## src/rtl/dm_pkg.sv

```systemverilog
// Shared DMI transport types between the DTM and the debug module.
package dm;

    typedef enum logic [1:0] {
        DTM_NOP   = 2'h0,
        DTM_READ  = 2'h1,
        DTM_WRITE = 2'h2
    } dtm_op_e;

    localparam logic [1:0] DTM_SUCCESS = 2'h0;
    localparam logic [1:0] DTM_ERR     = 2'h2;
    localparam logic [1:0] DTM_BUSY    = 2'h3;

    typedef struct packed {
        logic [6:0]  addr;
        dtm_op_e     op;
        logic [31:0] data;
    } dmi_req_t;

    typedef struct packed {
        logic [31:0] data;
        logic [1:0]  resp;
    } dmi_resp_t;

endpackage

```

## src/rtl/dmi_req_fifo.sv

```systemverilog
// Circular request FIFO of Depth entries; head is read straight out of storage.
module dmi_req_fifo
    import dm::*;
#(
    parameter int Depth = 2
) (
    input  logic     clk_i,
    input  logic     rst_ni,
    input  logic     push_i,
    input  dmi_req_t data_i,
    input  logic     pop_i,
    output dmi_req_t data_o,
    output logic     full_o,
    output logic     empty_o
);

    localparam int PtrW = (Depth > 1) ? $clog2(Depth) : 1;
    localparam int CntW = $clog2(Depth + 1);
    localparam logic [PtrW-1:0] LastPtr = PtrW'(Depth - 1);

    dmi_req_t        r_mem [Depth];
    logic [PtrW-1:0] r_wptr;
    logic [PtrW-1:0] r_rptr;
    logic [CntW-1:0] r_cnt;
    logic            w_push;
    logic            w_pop;

    assign full_o  = (r_cnt == CntW'(Depth));
    assign empty_o = (r_cnt == '0);
    assign w_pop   = pop_i && !empty_o;
    assign w_push  = push_i && (!full_o || w_pop);
    assign data_o  = r_mem[r_rptr];

    // NOTE: storage is left unreset; empty_o gates every consumer, so stale slots are never used.
    always_ff @(posedge clk_i) begin
        if (w_push) r_mem[r_wptr] <= data_i;
    end

    // NOTE: registers use <= so every flop samples the pre-edge values of its neighbours.
    always_ff @(posedge clk_i) begin
        if (!rst_ni) begin
            r_wptr <= '0;
            r_rptr <= '0;
            r_cnt  <= '0;
        end else begin
            if (w_push) r_wptr <= (r_wptr == LastPtr) ? '0 : r_wptr + PtrW'(1);
            if (w_pop)  r_rptr <= (r_rptr == LastPtr) ? '0 : r_rptr + PtrW'(1);
            case ({w_push, w_pop})
                2'b10:   r_cnt <= r_cnt + CntW'(1);
                2'b01:   r_cnt <= r_cnt - CntW'(1);
                default: ;
            endcase
        end
    end

endmodule

```

## src/rtl/dmi_req_buffer.sv

```systemverilog
// DMI request queue with a single outstanding DM transaction and a response watchdog
// that turns a silent DM into an error response.
module dmi_req_buffer
    import dm::*;
#(
    parameter int Depth         = 2,
    parameter int TimeoutCycles = 1024
) (
    input  logic      clk_i,
    input  logic      rst_ni,
    input  dmi_req_t  slv_req_i,
    input  logic      slv_req_valid_i,
    output logic      slv_req_ready_o,
    output dmi_resp_t slv_resp_o,
    output logic      slv_resp_valid_o,
    input  logic      slv_resp_ready_i,
    output dmi_req_t  mst_req_o,
    output logic      mst_req_valid_o,
    input  logic      mst_req_ready_i,
    input  dmi_resp_t mst_resp_i,
    input  logic      mst_resp_valid_i,
    output logic      mst_resp_ready_o,
    output logic      timeout_o
);

    typedef enum logic [2:0] {Idle, Issue, WaitResp, Drain, Respond} state_e;

    localparam int CntW = (TimeoutCycles > 0) ? $clog2(TimeoutCycles + 1) : 1;
    localparam logic [CntW-1:0] CntLast = CntW'((TimeoutCycles > 0) ? TimeoutCycles - 1 : 0);
    localparam dmi_resp_t ErrResp = '{data: 32'h0, resp: DTM_ERR};
    localparam dmi_resp_t NopResp = '{data: 32'h0, resp: DTM_SUCCESS};

    state_e          r_state, w_state_d;
    logic [CntW-1:0] r_cnt, w_cnt_d;
    dmi_resp_t       r_resp, w_resp_d;
    logic            r_timeout, w_timeout_d;
    logic            r_stale_done, w_stale_d;
    logic            r_err_taken, w_taken_d;
    logic            w_pop, w_push, w_full, w_empty, w_expire;
    logic            w_absorb, w_took;
    dmi_req_t        w_head;

    assign w_push = slv_req_valid_i && !w_full;

    dmi_req_fifo #(.Depth(Depth)) u_fifo (
        .clk_i   (clk_i),
        .rst_ni  (rst_ni),
        .push_i  (w_push),
        .data_i  (slv_req_i),
        .pop_i   (w_pop),
        .data_o  (w_head),
        .full_o  (w_full),
        .empty_o (w_empty)
    );

    assign w_expire = (TimeoutCycles != 0) && (r_cnt == CntLast);
    // Drain may exit once the stale slot is closed (response or second expiry) and the error is taken.
    assign w_absorb = r_stale_done || mst_resp_valid_i || w_expire;
    assign w_took   = r_err_taken || slv_resp_ready_i;

    // NOTE: every output of this block gets a default first, so no path can infer a latch.
    always_comb begin
        w_state_d   = r_state;
        w_cnt_d     = r_cnt;
        w_resp_d    = r_resp;
        w_timeout_d = 1'b0;
        w_stale_d   = r_stale_done;
        w_taken_d   = r_err_taken;
        w_pop       = 1'b0;
        case (r_state)
            Idle: begin
                if (!w_empty) begin
                    if (w_head.op == DTM_NOP) begin
                        w_pop     = 1'b1;
                        w_resp_d  = NopResp;
                        w_state_d = Respond;
                    end else begin
                        w_state_d = Issue;
                    end
                end
            end
            Issue: begin
                if (mst_req_ready_i) begin
                    w_pop     = 1'b1;
                    w_cnt_d   = '0;
                    w_state_d = WaitResp;
                end
            end
            WaitResp: begin
                w_cnt_d = r_cnt + CntW'(1);
                if (mst_resp_valid_i) begin
                    w_resp_d  = mst_resp_i;
                    w_state_d = Respond;
                end else if (w_expire) begin
                    w_resp_d    = ErrResp;
                    w_timeout_d = 1'b1;
                    w_cnt_d     = '0;
                    w_stale_d   = 1'b0;
                    w_taken_d   = 1'b0;
                    w_state_d   = Drain;
                end
            end
            Drain: begin
                if (!r_stale_done) w_cnt_d = r_cnt + CntW'(1);
                w_stale_d = w_absorb;
                w_taken_d = w_took;
                if (w_absorb && w_took) begin
                    w_stale_d = 1'b0;
                    w_taken_d = 1'b0;
                    w_state_d = Idle;
                end
            end
            Respond: begin
                if (slv_resp_ready_i) w_state_d = Idle;
            end
            default: w_state_d = Idle;
        endcase
    end

    always_ff @(posedge clk_i) begin
        if (!rst_ni) begin
            r_state      <= Idle;
            r_cnt        <= '0;
            r_resp       <= '0;
            r_timeout    <= 1'b0;
            r_stale_done <= 1'b0;
            r_err_taken  <= 1'b0;
        end else begin
            r_state      <= w_state_d;
            r_cnt        <= w_cnt_d;
            r_resp       <= w_resp_d;
            r_timeout    <= w_timeout_d;
            r_stale_done <= w_stale_d;
            r_err_taken  <= w_taken_d;
        end
    end

    assign slv_req_ready_o  = !w_full;
    assign slv_resp_o       = r_resp;
    assign slv_resp_valid_o = (r_state == Respond) || ((r_state == Drain) && !r_err_taken);
    assign mst_req_o        = w_head;
    assign mst_req_valid_o  = (r_state == Issue);
    assign mst_resp_ready_o = (r_state == WaitResp) || (r_state == Drain);
    assign timeout_o        = r_timeout;

endmodule

```

## config.mk

```make
export PLATFORM = sky130hd
export DESIGN_NAME = dmi_req_buffer
export DESIGN_NICKNAME = d
export VERILOG_FILES = /design/src/rtl/dm_pkg.sv /design/src/rtl/dmi_req_fifo.sv /design/src/rtl/dmi_req_buffer.sv
export SDC_FILE = /design/constraint.sdc
export NUM_CORES = 1
export LEC_CHECK = 0
export BUFFER_PORTS_ARGS = -buffer_cell sky130_fd_sc_hd__buf_2
export CORE_MARGIN = 5
export CORE_UTILIZATION = 50
export CTS_CLUSTER_SIZE = 8
export DETAILED_ROUTE_END_ITERATION = 12
export MAX_ROUTING_LAYER = met4
export PLACE_DENSITY_LB_ADDON = 0.2
export SYNTH_ARGS = -nofsm -noshare
export SYNTH_HDL_FRONTEND = slang
export SYNTH_SLANG_ARGS = --single-unit
```

## constraint.sdc

```tcl
create_clock -name clk_i -period 3.5 [get_ports clk_i]
set_clock_uncertainty 0.15 [all_clocks]
set_input_delay 0.35 -clock clk_i [delete_from_list [all_inputs] [get_ports clk_i]]
set_output_delay 0.35 -clock clk_i [all_outputs]
set_load 0.02 [all_outputs]
```

==> results of run 1 <==
## worst min-delay path by stage
stage / startpoint / to
after detailed placement: slv_resp_o[1] / slv_resp_o[1]
after CTS: slv_resp_ready_i / r_err_taken
after floorplan: slv_req_i[0] / u_fifo.r_mem[0][0]
after global placement: slv_resp_o[1] / slv_resp_o[1]
final: mst_req_ready_i / r_cnt[8]
after global routing: mst_resp_i[1] / slv_resp_o[1]
## area by class of cell
cell class	instances	area, um^2	area share (%)
Sequential cell	138	3580	47.1
Multi-Input combinational cell	192	1640	21.6
Timing Repair Buffer	237	1560	20.5
Clock buffer	23	524	6.88
Tap cell	136	170	2.23
Clock inverter	9	97.6	1.28
Inverter	9	33.8	0.444
## kinds of logic (layout without fill, tap and decap cells)
logic type / count (synthesis) / after routing / share of synthesized area, %
DFF: 138 / 138 / 67.0
and+or+nand+nor: 57 / 57 / 6.73
adders and majority gates: 2 / 2 / 0.468
AOI/OAI and AO/OA: 85 / 85 / 13.5
muxes: 42 / 42 / 8.81
buffers and inverters: 28 / 278 / 2.57
xor gates and xnor gates: 6 / 6 / 0.982
## state kept, by name, summed over array words and instances, names as in the netlist, named ones only
| name | cells |
|---|---|
| timeout_o | 1 |
| slv_resp_o | 34 |
| r_err_taken | 1 |
| r_cnt | 11 |
| u_fifo.r_wptr | 1 |
| u_fifo.r_rptr | 1 |
| u_fifo.r_cnt | 2 |
| r_state | 3 |
| u_fifo.r_mem | 82 |
| r_stale_done | 1 |
## worst max-delay path, cell delays in order (launching register included)
cell and delay (ps):
sky130_fd_sc_hd__dfxtp_1 650, sky130_fd_sc_hd__nor4bb_1 420, sky130_fd_sc_hd__or2_2 170, sky130_fd_sc_hd__buf_2 160
## through the flow
| stage | hold WS, ps | std cells | util [%] |
|---|---|---|---|
| after detailed placement | 306 | 638 | 60.3 |
| after global routing | 49.5 | 744 | 73.4 |
| after CTS | 40.8 | 744 | 73.4 |
| after global placement | 301 | 638 | 60.3 |
| final | 72.6 | 744 | 73.4 |
| after floorplan | 299 | 358 | - |
## cell usage after synthesis (all sizes together), types with 3 or more instances
cell / instances / share of area, %
edfxtp: 82 / 46
dfxtp: 56 / 21
mux2: 41 / 8.6
a32o: 33 / 6.4
o21ai: 13 / 1.2
a21oi: 12 / 1.1
nor2: 11 / 0.77
clkbuf: 10 / 0.70
buf: 9 / 1.2
inv: 9 / 0.63
or3: 9 / 1.1
nand2: 7 / 0.49
a31oi: 5 / 0.58
nor3: 5 / 0.47
nand3: 4 / 0.37
and3: 3 / 0.37
o31ai: 3 / 0.68
xnor2: 3 / 0.49
xor2: 3 / 0.49
## report_power, final
part	internal (uW)	switching, uW
registers	1990	130
clock network	1130	674
logic	595	871
total	3720	1670
## per-layer routing
| layer | share of wire, % | GRT usage, % | vias up |
|---|---|---|---|
| met5 | 0 | - | - |
| met4 | 1.6 | 6.33 | 0 |
| met3 | 6.7 | 5.78 | 20 |
| met2 | 51 | 35.0 | 147 |
| met1 | 40 | 23.9 | 1956 |
| li1 | - | - | 1897 |
## cell usage in the layout, fill, tap and decap left out, drive strengths merged, types with 2 or more instances in the layout
| cell | netlist | layout |
|---|---|---|
| a21o | 2 | 2 |
| or3 | 9 | 9 |
| clkinv | 0 | 5 |
| clkbuf | 10 | 23 |
| nor3 | 5 | 5 |
| o31ai | 3 | 3 |
| xor2 | 3 | 3 |
| nand2b | 2 | 2 |
| nor2b | 2 | 2 |
| ha | 2 | 2 |
| o211ai | 2 | 2 |
| nand3 | 4 | 4 |
| a31oi | 5 | 5 |
| a221oi | 2 | 2 |
| nor3b | 2 | 2 |
| or2 | 2 | 2 |
| buf | 9 | 163 |
| xnor2 | 3 | 3 |
| edfxtp | 82 | 82 |
| o21ai | 13 | 13 |
| o2111ai | 2 | 2 |
| dlygate4sd3 | 0 | 74 |
| nor2 | 11 | 11 |
| mux2 | 41 | 41 |
| and2 | 2 | 2 |
| inv | 9 | 11 |
| a32o | 33 | 33 |
| dfxtp | 56 | 56 |
| nand2 | 7 | 7 |
| and3 | 3 | 3 |
| a311oi | 2 | 2 |
| a21oi | 12 | 12 |
==> summary by stage, run 1 <==
Run status
The run finished with clean final reports.

Routing
The number of vias in the routed layout is 4,020. The remaining routing DRC violations is 0. The count of routing violations after the opening detailed-route iteration is 149. The first detailed-routing pass took 4 iterations. In the final routed layout, each cell accounts on average for 17.2 um. For this block, the routed nets add up to 12,800 um of wire. The average vias per placed instance is 5.40.

Once detail routing completed, the nets flagged for antenna violations numbered 0.

Floorplan
The die is 113 um tall. Pin placement for this block handled 161 I/O pins. The die covers 12,900 um^2. The region available for standard cell placement spans 10,400 um^2. The x dimension of the die is 113 um. The starting density of the core is 51.6%.

The initialized floorplan defines 37 standard-cell rows.

Clock tree
The clock latency at the later pin of the worst-skew pair is 500 ps. For this design, the sink count on the clock tree is 138. In this run, post-CTS repair resized a total of 0 instances.

The number of buffers inserted for hold repair after clock tree synthesis is 74. No sink is reached through more buffers than the 2 on the longest clock path. CTS placed an instance of sky130_fd_sc_hd__clkbuf_8 at the clock tree root. The TritonCTS clock tree is built. The clock-pin slew of the registers on the worst-case setup and hold paths is 60 ps.

Buffers inserted during clock tree synthesis total 17. The H-tree generated during clock tree synthesis spans 4 levels. After clock tree synthesis, the setup repair step added 0 buffers.

Worst hold path
The path class of the tightest hold or removal check is in -> reg. The worst hold path stage count is 3.

Pwr
The worst voltage drop across the vdd grid is 0.375 mV. The power per standard cell area is 708 nW/um^2. Overall power consumption after layout is estimated at 5390 uW. The leakage power total is 0.00309 uW.

Place
After legalization and detailed placement, the total HPWL measured 7870 um. Routability-driven placement finished with a final weighted congestion of 0.770. The count of buffers added on input and output ports is 160.

The area after detailed placement is 6250 um^2. Timing analysis after detailed placement gives a worst setup slack of 1300 ps.

Yosys
The number of instances in the synthesized netlist is 358. After synthesis, the netlist uses 59 different library cells. During synthesis, Yosys emitted a total of 0 warnings. The fraction of synthesis flops using an asynchronous set or reset pin is 0%. The synthesized flop and latch total is 138. The synthesized netlist occupies a cell area of 5350 um^2.

The number of nets handed over by synthesis was 441. Yosys mapped a number of flops with a built-in enable equal to 82. Dividing the synthesized area by the synthesized cell count gives 14.9 um^2.

The flip-flop cell with the highest count after synthesis is sky130_fd_sc_hd__edfxtp_1. For this run, the register share of the synthesized area comes to 67.0%.

Timing
The slew at the pin with the worst max-slew slack is 967 ps. The number of max-slew violations in the final report is 0. The share of the clock period used by the worst path is 68.5%.

Setup violations remaining at the end of the flow were counted as 0. The final setup slack of the worst path is 1100 ps. Timing would allow up to 417 MHz.

The final-layout setup total negative slack is 0 ps. The worst-case headroom to the max-slew limit is 35.5%. Setup repair after global routing left no endpoint under its margin.

The final period demand of the worst path is 2400 ps. The number of endpoints with negative hold slack in the final report is 0.

Layout
The number of fill cells in the layout is 684. The number of nets in the layout is 678. The proportion of layout cells with a drive suffix above 1 is 43.4%.

The number of antenna diodes in the final layout is 0. The growth of design area from synthesis to finish is 42.3%. Summing all non-filler instances in the final layout gives an area of 7620 um^2.

Worst setup path
The most critical setup path has its startpoint at r_state[0]. The worst register-to-register path has a setup slack of 1330 ps. The critical path data arrival time is 1900 ps.

In this run the worst setup path terminates at slv_resp_valid_o. The critical path in this run is classified as reg -> out. In this run the critical register-to-register path is captured at u_fifo.r_cnt[1].

In this run the critical register-to-register path is launched from r_state[0]. STA puts the critical path data required time at 3000 ps. The sort of element at the end of the critical path is an output port.

The cell count of the worst reg-to-reg path is 5. The element type at the critical path start is a flop. The critical-path maximum fanout is 15.

Run
Max-cap violations in this run came to 0.

GRT
The first global-routing pass estimated 20,500 um of wire. The remaining global-route overflow is 0. The number of global-route vias before repair came to 4,194. For this run, the total global-route usage over all layers was measured as 20.6%.

The number of antenna violations at the first check in global routing is 0. Entering global routing, the biggest net connects 42 pins.
Power figures use the tool's default switching activity.
==> inputs of run 2 (changes only) <==
--- a/config.mk
+++ b/config.mk
@@ -7,7 +7,7 @@
 export LEC_CHECK = 0
 export BUFFER_PORTS_ARGS = -buffer_cell sky130_fd_sc_hd__buf_2
 export CORE_MARGIN = 5
-export CORE_UTILIZATION = 50
+export CORE_UTILIZATION = 46
 export CTS_CLUSTER_SIZE = 8
 export DETAILED_ROUTE_END_ITERATION = 12
 export MAX_ROUTING_LAYER = met4
==> constraint.sdc (replaced) <==
create_clock -name clk_i -period 2.1 [get_ports clk_i]
set_clock_uncertainty 0.15 [all_clocks]
set_input_delay 0.21 -clock clk_i [delete_from_list [all_inputs] [get_ports clk_i]]
set_output_delay 0.21 -clock clk_i [all_outputs]
set_load 0.02 [all_outputs]
==> summary by stage, run 2 (synthesized netlist as in run 1, its figures left out) <==
GRT
The remaining global-route overflow came to 0 (unchanged). The global-route total usage across every layer is 19.2% (-1.4 points). The wire length of the first global-routing pass is 21,100 um (+3.2%). The number of antenna violations at the first check in global routing is 0 (unchanged). The largest net degree at the start of global routing is 37 (-12%). The number of global-route vias before repair is 4,303 (+2.6%).

Worst setup path
The element type at the critical path start is a flop. The worst setup path is captured at an output port. The critical-path maximum fanout is 8 (-7). The kind of critical path is reg -> out. The worst endpoint required time was 1740 ps (-1260 ps). The critical path data arrival time is 1660 ps (-240 ps).

Clock tree
The clock latency at the later pin of the worst-skew pair is 400 ps (-100 ps). CTS placed an instance of sky130_fd_sc_hd__clkbuf_16 at the clock tree root. The number of levels the H-tree was split into was 4 (unchanged). The buffer depth of the longest clock path is 2 (unchanged). The TritonCTS clock tree is built. The number of buffers inserted during clock tree synthesis is 17 (unchanged). The total clock sinks came to 138 (unchanged). The clock-pin slew of the registers on the worst-case setup and hold paths was 60 ps (about the same).

Floorplan
The row count was 39 (+5.4%). The overall die area is 13,900 um^2 (+7.9%). The count of pins on the block boundary is 161 (unchanged). The x dimension of the die was 118 um (+3.9%).

The overall die height came to 118 um (+3.9%). The core box area came to 11,400 um^2 (+10%). The starting density of the core is 46.9% (-4.7 points).

Place
The detailed placement HPWL is 8410 um (+6.9%). The placer's final routability congestion estimate is 0.847 (+9.9%). The count of input and output buffers came to 160 (unchanged).

Layout
The number of fill cells in the layout is 815 (+19%). u_fifo.r_mem holds more flip-flops than any other register. The library cell used most frequently in the layout, excluding fill and tap cells, is sky130_fd_sc_hd__buf_2. The number of flip-flops in the largest register was 82 (unchanged).

The area growth from synthesis to layout is 45.5%. The number of nets in the layout came to 694 (+2.4%). The total inserted antenna cells is 0 (unchanged). The proportion of layout cells with a drive suffix above 1 is 45.7% (+2.3 points).

The top cell types in the final layout, fill and taps aside, are sky130_fd_sc_hd__buf_2 (160), sky130_fd_sc_hd__edfxtp_1 (82), sky130_fd_sc_hd__dlygate4sd3_1 (75), sky130_fd_sc_hd__dfxtp_1 (52), sky130_fd_sc_hd__mux2_2 (41).

Timing
The worst-case headroom to the max-slew limit is 64.3% (+29 points). The share of the clock period used by the worst path is 96.2%. The peak clock frequency supported by timing is 495 MHz.

The final-report setup violation count is 0 (unchanged). The number of endpoints with negative hold slack in the final report is 0 (unchanged). The slew at the pin with the worst max-slew slack is 536 ps (-431 ps). The number of max-slew violations in the final report is 0 (unchanged).

The post-route worst hold slack was 50.5 ps (-22.1 ps). After layout, the minimum clock period comes to 2020 ps.

Routing
The number of vias in the routed layout is 4,014 (-0.15%). The count of routing violations after the opening detailed-route iteration is 280 (+88%). The number of iterations in the first detailed-routing pass is 4 (unchanged). The average vias per placed instance came to 5.23 (-3.1%). The sum of routed wire length over all layers is 13,000 um (+1.6%).

The number of nets with antenna violations after routing is 0 (unchanged). The detail-routed net length per standard cell was 16.9 um (-1.4%). The remaining routing DRC violations was 0 (unchanged).

Run
The max-capacitance violation count is 0 (unchanged).

Pwr
The leakage power total is 0.00316 uW (+2.4%). The post-layout total power came to 8980 uW (+67%). The power per standard cell area came to 1150 nW/um^2 (+63%). The worst voltage drop across the vdd grid was 0.707 mV (+88%).

Worst hold path
The worst hold path class is in -> reg.

Run status
The flow ran to the end, and the final reports show no timing, DRC or antenna violations.
-- run 2: cell count changes in the layout (fill, tap and decap cells not counted), sizes merged --
cell	delta
buf	+15
clkbuf	-4
clkinv	-1
clkinvlp	+1
dlygate4sd3	+1
inv	+4
-- run 2: metal layers --
layer / vias up / GRT usage (%) / wire, um
li1: 1929 / - / -
met1: 1928 / 23.2 / 5540
met2: 151 / 31.9 / 6670
met3: 6 / 4.81 / 703
met4: 0 / 5.81 / 65
met5: - / - / 0
-- run 2: report_power, final --
part / switching [uW] / internal [uW]
sequential: 183 / 3320
combinational: 1530 / 1160
clock: 1090 / 1700
-- run 2: cell type report --
type / count / area [um^2] / share of cell area, %
clock buffer: 19 / 453 / 5.82
clock inverter: 13 / 114 / 1.46
inverter: 9 / 33.8 / 0.434
multi-input combinational: 192 / 1660 / 21.4
sequential: 138 / 3590 / 46.1
tap: 143 / 179 / 2.30
timing repair buffer: 253 / 1750 / 22.5
-- run 2: what timing repair did --
| item | 4_1_cts | 5_1_grt |
|---|---|---|
| cloned | 0 | 0 |
| resized for setup | 1 | 7 |
| pin swaps | 0 | 1 |
| buffers inserted | 0 | 1 |
| endpoints found under the setup margin | 1 | 51 |
| endpoints found under the hold margin | 116 | 0 |
| hold buffers | 75 | 0 |
-- run 2: metrics by stage --
stage	std cells	area (um^2)	worst slack [ps]	util, %	setup TNS (ps)
2_1_floorplan	358	5360	67.3	-	0
3_3_place_gp	659	6430	162	56.3	0
3_5_place_dp	659	6430	103	56.3	0
4_1_cts	766	7750	28.9	67.9	0
5_1_grt	767	7780	-2.96	68.2	-2.96
6_report	767	7780	79.7	68.2	0
-- run 2: path summary, 6_finish.rpt --
kind	from	to	slack, ps	cells after the start
hold reg to reg	slv_resp_o[1]	slv_resp_o[1]	330	2
setup / recovery	r_state[0]	slv_resp_valid_o	80	4
setup reg to reg	u_fifo.r_mem[0][32]	u_fifo.r_cnt[1]	130	6
hold / removal	mst_req_ready_i	r_cnt[6]	50	3
-- run 2: worst max-delay path: stages, from the launching register on --
cell and delay (ps):
sky130_fd_sc_hd__dfxtp_2 400, sky130_fd_sc_hd__buf_4 210, sky130_fd_sc_hd__nor4bb_4 330, sky130_fd_sc_hd__or2_2 150, sky130_fd_sc_hd__buf_2 160
